==> src/rtl/vga_sync_receiver.sv <==
// Recovers 640x480@60 raster position from HS/VS, measures line/frame length,
// tracks lock to the nominal total, and captures the pixel at a probe coordinate.
module vga_sync_receiver #(
  parameter int H_TOTAL     = 800,
  parameter int V_TOTAL     = 525,
  parameter int H_ACT_START = 144,
  parameter int H_ACT_END   = 783,
  parameter int V_ACT_START = 35,
  parameter int V_ACT_END   = 514
) (
  input  logic        clk,
  input  logic        rst_n,
  input  logic        pix_en,
  input  logic        HS,
  input  logic        VS,
  input  logic [2:0]  R,
  input  logic [2:0]  G,
  input  logic [1:0]  B,
  input  logic [9:0]  probe_x,
  input  logic [9:0]  probe_y,
  output logic [10:0] hcount,
  output logic [10:0] vcount,
  output logic        active,
  output logic [10:0] line_len,
  output logic [10:0] frame_lines,
  output logic        locked,
  output logic [7:0]  probe_pix,
  output logic        probe_valid,
  output logic [7:0]  err_count
);

  localparam logic [10:0] CNT_MAX = 11'd2047;
  localparam logic [10:0] H_TOT   = 11'(H_TOTAL);
  localparam logic [10:0] V_TOT   = 11'(V_TOTAL);
  localparam logic [10:0] HA0     = 11'(H_ACT_START);
  localparam logic [10:0] HA1     = 11'(H_ACT_END);
  localparam logic [10:0] VA0     = 11'(V_ACT_START);
  localparam logic [10:0] VA1     = 11'(V_ACT_END);

  typedef enum logic [1:0] {SEARCH, CHECK, LOCKED} state_t;

  state_t      state, state_n;
  logic        hs_prev, vs_prev, vs_pend, line_bad, line_bad_n;
  logic        hs_fall, vs_fall, frame_edge, line_ok, frame_ok, lose_lock, hit;
  logic [10:0] hcount_n, vcount_n, meas_len, meas_lines, px, py;

  function automatic logic in_active(input logic [10:0] h, input logic [10:0] v);
    return (h >= HA0) && (h <= HA1) && (v >= VA0) && (v <= VA1);
  endfunction

  // Next counter values are what a pixel sampled on this edge is tagged with.
  always_comb begin
    hs_fall    = hs_prev & ~HS;
    vs_fall    = vs_prev & ~VS;
    frame_edge = hs_fall & (vs_pend | vs_fall);
    meas_len   = hcount + 11'd1;
    meas_lines = vcount + 11'd1;
    line_ok    = (meas_len == H_TOT);
    frame_ok   = (meas_lines == V_TOT);
    if (hs_fall)                hcount_n = '0;
    else if (hcount == CNT_MAX) hcount_n = CNT_MAX;
    else                        hcount_n = hcount + 11'd1;
    vcount_n = vcount;
    if (frame_edge)                         vcount_n = '0;
    else if (hs_fall && vcount != CNT_MAX)  vcount_n = vcount + 11'd1;
    px  = hcount_n - HA0;
    py  = vcount_n - VA0;
    hit = pix_en & locked & in_active(hcount_n, vcount_n)
          & (px == {1'b0, probe_x}) & (py == {1'b0, probe_y});
  end

  assign active = in_active(hcount, vcount);
  assign locked = (state == LOCKED);

  always_comb begin
    state_n    = state;
    line_bad_n = line_bad;
    lose_lock  = 1'b0;
    if (pix_en) begin
      case (state)
        SEARCH: begin
          if (frame_edge) begin
            state_n    = CHECK;
            line_bad_n = 1'b0;
          end
        end
        CHECK: begin
          // The line closed by the boundary edge still belongs to the frame under test.
          if (frame_edge) begin
            state_n    = (!line_bad && line_ok && frame_ok) ? LOCKED : CHECK;
            line_bad_n = 1'b0;
          end else if (hs_fall && !line_ok) begin
            line_bad_n = 1'b1;
          end
        end
        LOCKED: begin
          if ((hs_fall && !line_ok) || (frame_edge && !frame_ok) || (hcount_n == CNT_MAX)) begin
            state_n   = SEARCH;
            lose_lock = 1'b1;
          end
        end
        default: state_n = SEARCH;
      endcase
    end
  end

  always_ff @(posedge clk or negedge rst_n) begin
    if (!rst_n) begin
      state    <= SEARCH;
      line_bad <= 1'b0;
    end else begin
      state    <= state_n;
      line_bad <= line_bad_n;
    end
  end

  always_ff @(posedge clk or negedge rst_n) begin
    if (!rst_n) begin
      hs_prev     <= 1'b1;
      vs_prev     <= 1'b1;
      vs_pend     <= 1'b0;
      hcount      <= '0;
      vcount      <= '0;
      line_len    <= '0;
      frame_lines <= '0;
      probe_pix   <= '0;
      probe_valid <= 1'b0;
      err_count   <= '0;
    end else begin
      probe_valid <= hit;
      if (hit) probe_pix <= {R, G, B};
      if (pix_en) begin
        hs_prev <= HS;
        vs_prev <= VS;
        hcount  <= hcount_n;
        vcount  <= vcount_n;
        if (hs_fall) line_len <= meas_len;
        if (frame_edge) begin
          frame_lines <= meas_lines;
          vs_pend     <= 1'b0;
        end else if (vs_fall) begin
          vs_pend <= 1'b1;
        end
      end
      if (lose_lock && err_count != 8'hFF) err_count <= err_count + 8'd1;
    end
  end

endmodule

==> config.mk <==
export PLATFORM = sky130hd
export DESIGN_NAME = vga_sync_receiver
export DESIGN_NICKNAME = d
export VERILOG_FILES = /design/src/rtl/vga_sync_receiver.sv
export SDC_FILE = /design/constraint.sdc
export NUM_CORES = 1
export LEC_CHECK = 0
export CAP_MARGIN = 20
export CORE_MARGIN = 2
export CORE_UTILIZATION = 30
export DETAILED_ROUTE_END_ITERATION = 16
export PLACE_DENSITY_LB_ADDON = 0.1
export REMOVE_ABC_BUFFERS = 1
export SETUP_SLACK_MARGIN = 0.05
export SLEW_MARGIN = 20
export SYNTH_ARGS = -nofsm -noshare
export SYNTH_HDL_FRONTEND = slang
export SYNTH_SLANG_ARGS = --single-unit
==> constraint.sdc <==
create_clock -name clk -period 5.2 [get_ports clk]
set_clock_uncertainty 0.15 [all_clocks]
set_input_delay 0.52 -clock clk [delete_from_list [all_inputs] [get_ports clk]]
set_output_delay 0.52 -clock clk [all_outputs]
set_load 0.005 [all_outputs]
======== Word level (Yosys, flattened, before mapping) ========
Cells that the tools add are included.
storage, ports and cells
  bits in registers ....................... 67
  input bits .............................. 33
operators by class
  add/sub/neg operators ................... 5
  order comparisons ....................... 8
  equality and inequality tests ........... 14
  mux-type cells .......................... 18
  bitwise logic cells ..................... 10
  reduce and logical (&&, ||, !) cells .... 25
operator list
  kind                                                                                  number
  11-bit by 10-bit less-or-equal comparator with 1-bit output, second input constant    4
  11-bit two-way mux                                                                    4
  11-bit by 1-bit adder with 11-bit output, second input constant                       2
  11-bit by 10-bit equality test with 1-bit output                                      2
  11-bit by 10-bit equality test with 1-bit output, second input constant               2
  11-bit equality test, second input constant                                           2
  11-bit by 6-bit greater-or-equal comparator with 1-bit output, second input constant  2
  11-bit by 8-bit greater-or-equal comparator with 1-bit output, second input constant  2
  1-bit logical AND                                                                     12
  11-bit != test, second input constant                                                 1
  11-bit by 6-bit subtractor with 11-bit output, second input constant                  1
  11-bit by 8-bit subtractor with 11-bit output, second input constant                  1
  8-bit by 1-bit adder with 8-bit output, second input constant                         1
  1-bit two-way mux                                                                     8
  2-bit two-way mux                                                                     4
  8-bit != test, second input constant                                                  1
  4-bit AND reduction                                                                   2
  1-bit AND                                                                             7
  2-bit one-hot mux with 3 select lines                                                 1
  2-bit AND reduction                                                                   3
  2-bit != test, second input constant                                                  2
  2-bit nonzero test                                                                    2
  1-bit logical NOT                                                                     3
  3-bit != test, second input constant                                                  1
  8 further kinds                                                                       10

======== Longest topological paths before layout ========
  depth in word-level cells ............... 11
  gate-level depth with buffers ........... 17

======== Worst setup path before layout ========
No wires, ideal clock.
  path kind ............................... input -> register
  start point ............................. in HS
  end point ............................... reg probe_pix[0]
  setup time .............................. 0.125 ns
  arrival time ............................ 4.049 ns
  data required time ...................... 4.925 ns
  path slack .............................. 0.876 ns
  stages .................................. 16
  cell sequence ........................... nand2b_1 > buf_2 > buf_1 > clkbuf_1 > nand2_1 > ha_1 > xor2_1 > nand4_1 > o21ai_0 > a2111oi_2 > o2111a_1 > nand4b_1 > or4_1 > nor4_2 > nand4_2 > mux2_2
on the way
  longest elaborated chain between the ends .. 11
  elaborated cells between the ends (all ways) .. 21
  classes of those cells .................. add/sub: 2; order compare: 4; eq/ne: 2; mux: 3; bitwise: 6; reduce/logical: 4
ends and longest elaborated chain
  item                                                           RTL line  text
  start, declared                                                14        input logic HS,
  1-bit inverter *                                               53        hs_fall = hs_prev & ~HS;
  1-bit AND *                                                    53
  1-bit logical AND                                              65        else if (hs_fall && vcount != CNT_MAX) vcount_n = vcount + 11'd1;
  11-bit two-way mux                                             65
  11-bit two-way mux                                             64        if (frame_edge) vcount_n = '0;
  11-bit by 6-bit greater-or-equal comparator with 1-bit output  48        return (h >= HA0) && (h <= HA1) && (v >= VA0) && (v <= VA1);
  1-bit logical AND (2 in a row)                                 48
  1-bit AND                                                      68        hit = pix_en & locked & in_active(hcount_n, vcount_n)
  1-bit AND                                                      69        & (px == {1'b0, probe_x}) & (py == {1'b0, probe_y});
  1-bit AND *                                                    69
  end signal, assigned                                           131       if (hit) probe_pix <= {R, G, B};
  end, declared                                                  27        output logic [7:0] probe_pix,
Mark *: on every way between the ends. The rest lies on a longest branch, timed or not.
A chain may end at the register's enable or synchronous reset.

======== Worst setup path in the final report ========
  start point ............................. reg hcount[0]
  end point ............................... reg probe_pix[0]
on the way
  longest elaborated chain between the ends .. 10
  elaborated cells between the ends (all ways) .. 14
  classes of those cells .................. add/sub: 2; order compare: 2; eq/ne: 2; mux: 2; bitwise: 3; reduce/logical: 3
ends and longest elaborated chain
  item                                                                                                   RTL line  text
  start, declared                                                                                        21        output logic [10:0] hcount,
  start signal, assigned                                                                                 135       hcount <= hcount_n;
  11-bit by 1-bit adder with 11-bit output or 11-bit equality test (tied branches)                       62, 61
  11-bit two-way mux *                                                                                   61        else if (hcount == CNT_MAX) hcount_n = CNT_MAX;
  11-bit two-way mux *                                                                                   60        if (hs_fall) hcount_n = '0;
  via hcount_n[5]                                                                                        45        logic [10:0] hcount_n, vcount_n, meas_len, meas_lines, px, py;
  parallel branches: the longest is 5 deep, another holds 11-bit by 8-bit subtractor with 11-bit output  -
  1-bit AND * (2 in a row)                                                                               69
Mark *: on every way through the listed nets, which the timed path passes.

==> summary.md <==
| Metric | Value |
|---|---|
| Top cell type's share of synthesized area | `~30%` |
| Gates resized, CTS repair | `0` |
| Worst VDD drop | `165 µV` |
| IO buf count | `between 90 and 100` |
| GRT Util Overall | `a little over a fifth` |
| Post-synth top flop | `dfrtp_1` |
| Critical Path RT | `5.28 ns` |
| RSZ-0062 raised after global routing | `no` |
| Most common cell in the netlist | `nand2_1` |
| Synth area leaders | `dfrtp_1, xnor2_1, mux2_2` |
| Flop2flop setup slack | `roughly 0.3 ns` |
| Final HPWL DP | `between 10000 and 15000 µm` |
| Crit Path Category | `flop to flop` |
| Area leader, netlist | `dfrtp_1` |
| DR iter-0 viols | `approximately 670` |
| Starting Density | `30.8%` |
| EDFF count, synth | `0` |
| Post-DRT Antenna Nets | `0` |
| TritonCTS clock tree | `yes` |
| First-pass GRT wire length | `~31000 µm` |
| Filler cell count | `1762` |
| Crit share post-route | `94.3%` |
| Netlist cell types | `72` |
| # setup viols final | `0` |
| Core Footprint | `~0.017 mm²` |
| Setup bufs post-CTS | `0` |
| Tot Pwr | `roughly 2.0 mW` |
| DRC errors left | `0` |
| Mapped Avg Cell Area | `8.15 µm²` |
| Cells on worst reg2reg path | `16` |
| FF+latch area | `~0.0017 mm²` |
| Status | `finished clean` |
| Layout cells sized above 1 | `12.5%` |
| Max FO, Critical Path | `8` |
| F_max | `roughly 200 MHz` |
| Chip Width | `about 140 µm` |
| Max Slew Vio Count | `0` |
| Num CTS Buffers | `9` |
| Min Tclk post-route | `about 4.9 ns` |
| Routed WL | `19800 µm` |
| Antenna violations before repair | `0` |
| Post-place setup slack | `around 0.27 ns` |
| Multi-input gate area | `between 0.003 and 0.004 mm²` |
| Die Y | `138 µm` |
| Synth async-reset ratio | `100%` |
| Maxcap violations | `0` |
| Hold Slack | `~0.12 ns` |
| Cell Area, Synth | `0.00535 mm²` |
| Root buf cell | `clkbuf_16` |
| CTS H-tree lvls | `3` |
| Final nets | `between 700 and 800` |
| Synth top cells by count | `nand2_1, dfrtp_1, nor2_1` |
| TritonCTS sink count | `between 60 and 70` |
| CP Capture Type | `flop` |
| Pwr dens | `about 290 mW/mm²` |
| Ant. Diodes | `0` |
| Leak | `approximately 2.8 nW` |
| Gpl congestion | `0.971` |
| Worst min path class | `input pin to async pin` |
| Slew HR | `between 40 and 50%` |
| Vias in the first global route | `between 5k and 6k` |
| Clock Latency Late Sink | `approximately 0.34 ns` |
| DR vias/cell | `between 5 and 6` |
| GRT Residual Overflow | `0` |
| Least-Margin Pin Slew | `0.850 ns` |
| Row count | `48` |
| Register bit total from synthesis | `67` |
| Hold-fix buffers at CTS | `0` |
| Full die area | `around 0.019 mm²` |
| Worst reg2reg endpoint | `probe_pix[0]$_DFFE_PN0P_` |
| Wire per inst | `between 20 and 25 µm` |
| Pre-antenna DRT Iters | `6` |
| Reg2reg start | `hcount[0]$_DFFE_PN0P_` |
| Clock Tree Buf Depth | `2` |
| Layout Area Growth over Synthesis | `29.0%` |
| Largest net degree at the start of global routing | `39` |
| TNS Setup | `0 ns` |
| Post-synthesis sequential area ratio | `31.4%` |
| Crit path launch type | `flop` |
| Clock Pin Slew Worst Setup and Hold Paths | `~0.060 ns` |
| Worst endpoint data arrival time | `between 4 and 5 ns` |
| Final critical-path setup slack | `roughly 0.29 ns` |
| YS warnings | `0` |
| Total number of vias | `~5.5k` |
| Io pins | `96` |
| Synth Instances | `roughly 660` |
| Fin. Hold Viols | `0` |
layout by cell type, fill, tap and decap left out, types with 19 or more instances in the layout:
| master | instances |
|---|---|
| a21oi_1 | 41 |
| buf_4 | 34 |
| clkdlybuf4s50_1 | 94 |
| dfrtp_1 | 65 |
| inv_1 | 19 |
| mux2_2 | 23 |
| nand2_1 | 69 |
| nand3_1 | 33 |
| nor2_1 | 56 |
| o21ai_0 | 47 |
| xnor2_1 | 33 |
| xor2_1 | 19 |
kinds of logic (layout without fill, tap and decap cells):
family	after synthesis	in the layout	synth area share [%]
and+or+nand+nor	252	252	23.8
AOI/OAI and AO/OA	175	175	21.8
DFF	67	67	31.4
buffers and inverters	70	164	5.59
adders and majority gates	12	12	2.80
xor gates and xnor gates	52	52	8.51
muxes	29	29	6.19
area by class of cell:
class / instances / area share, %
Sequential cell: 67 / 24.3
Tap cell: 225 / 4.07
Multi-Input combinational cell: 520 / 49.1
Inverter: 19 / 1.03
Timing Repair Buffer: 129 / 17.4
Clock inverter: 2 / 0.145
Clock buffer: 14 / 3.97
layer usage:
| layer | GRT usage, % | wire, µm | up-vias |
|---|---|---|---|
| li1 | - | - | 2583 |
| met1 | 32.4 | 9240 | 2663 |
| met2 | 32.1 | 8760 | 254 |
| met3 | 3.72 | 1470 | 22 |
| met4 | 6.64 | 289 | 0 |
| met5 | 0 | 0 | - |
per-stage QoR:
stage	utilization (%)	std cells	instance area, µm²
3_3_place_gp	38.1	960	6610
2_1_floorplan	-	606	5130
6_report	39.8	976	6910
4_1_cts	39.7	976	6900
5_1_grt	39.8	976	6910
3_5_place_dp	38.1	960	6610
sequential cells by signal (all words and copies together) (netlist names):
| signal | count |
|---|---|
| hcount | 11 |
| probe_valid | 1 |
| hs_prev | 1 |
| probe_pix | 8 |
| err_count | 8 |
| vs_prev | 1 |
| vs_pend | 1 |
| line_bad | 1 |
| vcount | 11 |
| line_len | 11 |
| state | 2 |
| frame_lines | 11 |
critical path: stages (launching register included):
cell and delay (ns):
dfrtp_1 0.49, ha_1 0.27, nand4_2 0.21, or3_4 0.50, a21oi_1 0.27, inv_1 0.14
ha_1 0.27, xnor2_1 0.20, nand2_1 0.11, o21ai_0 0.09, a2111oi_2 0.45, o2111a_1 0.24
nand4b_1 0.11, or4_1 0.45, nor4_2 0.27, nand4_4 0.23, mux2_2 0.35
report_power, final:
part           leakage [nW]  switching (mW)  total [mW]  internal [mW]
combinational          1.72           0.410       0.737          0.326
sequential            0.892          0.0656       0.655          0.589
clock                 0.143           0.229       0.589          0.361
total                  2.76           0.704        1.98           1.28
worst max path at each step:
stage	start	to	slack, ns	cells after the start
after floorplan	vcount[0]$_DFFE_PN0P_	probe_pix[0]$_DFFE_PN0P_	0.59	15
after detailed placement	hcount[0]$_DFFE_PN0P_	probe_pix[0]$_DFFE_PN0P_	0.27	16
final	hcount[0]$_DFFE_PN0P_	probe_pix[0]$_DFFE_PN0P_	0.29	16
after global placement	hcount[0]$_DFFE_PN0P_	probe_pix[0]$_DFFE_PN0P_	0.40	16
after global routing	hcount[0]$_DFFE_PN0P_	probe_pix[0]$_DFFE_PN0P_	0.05	16
after CTS	hcount[0]$_DFFE_PN0P_	probe_pix[0]$_DFFE_PN0P_	0.24	16
No activity file was read; power rests on OpenSTA's default activity.
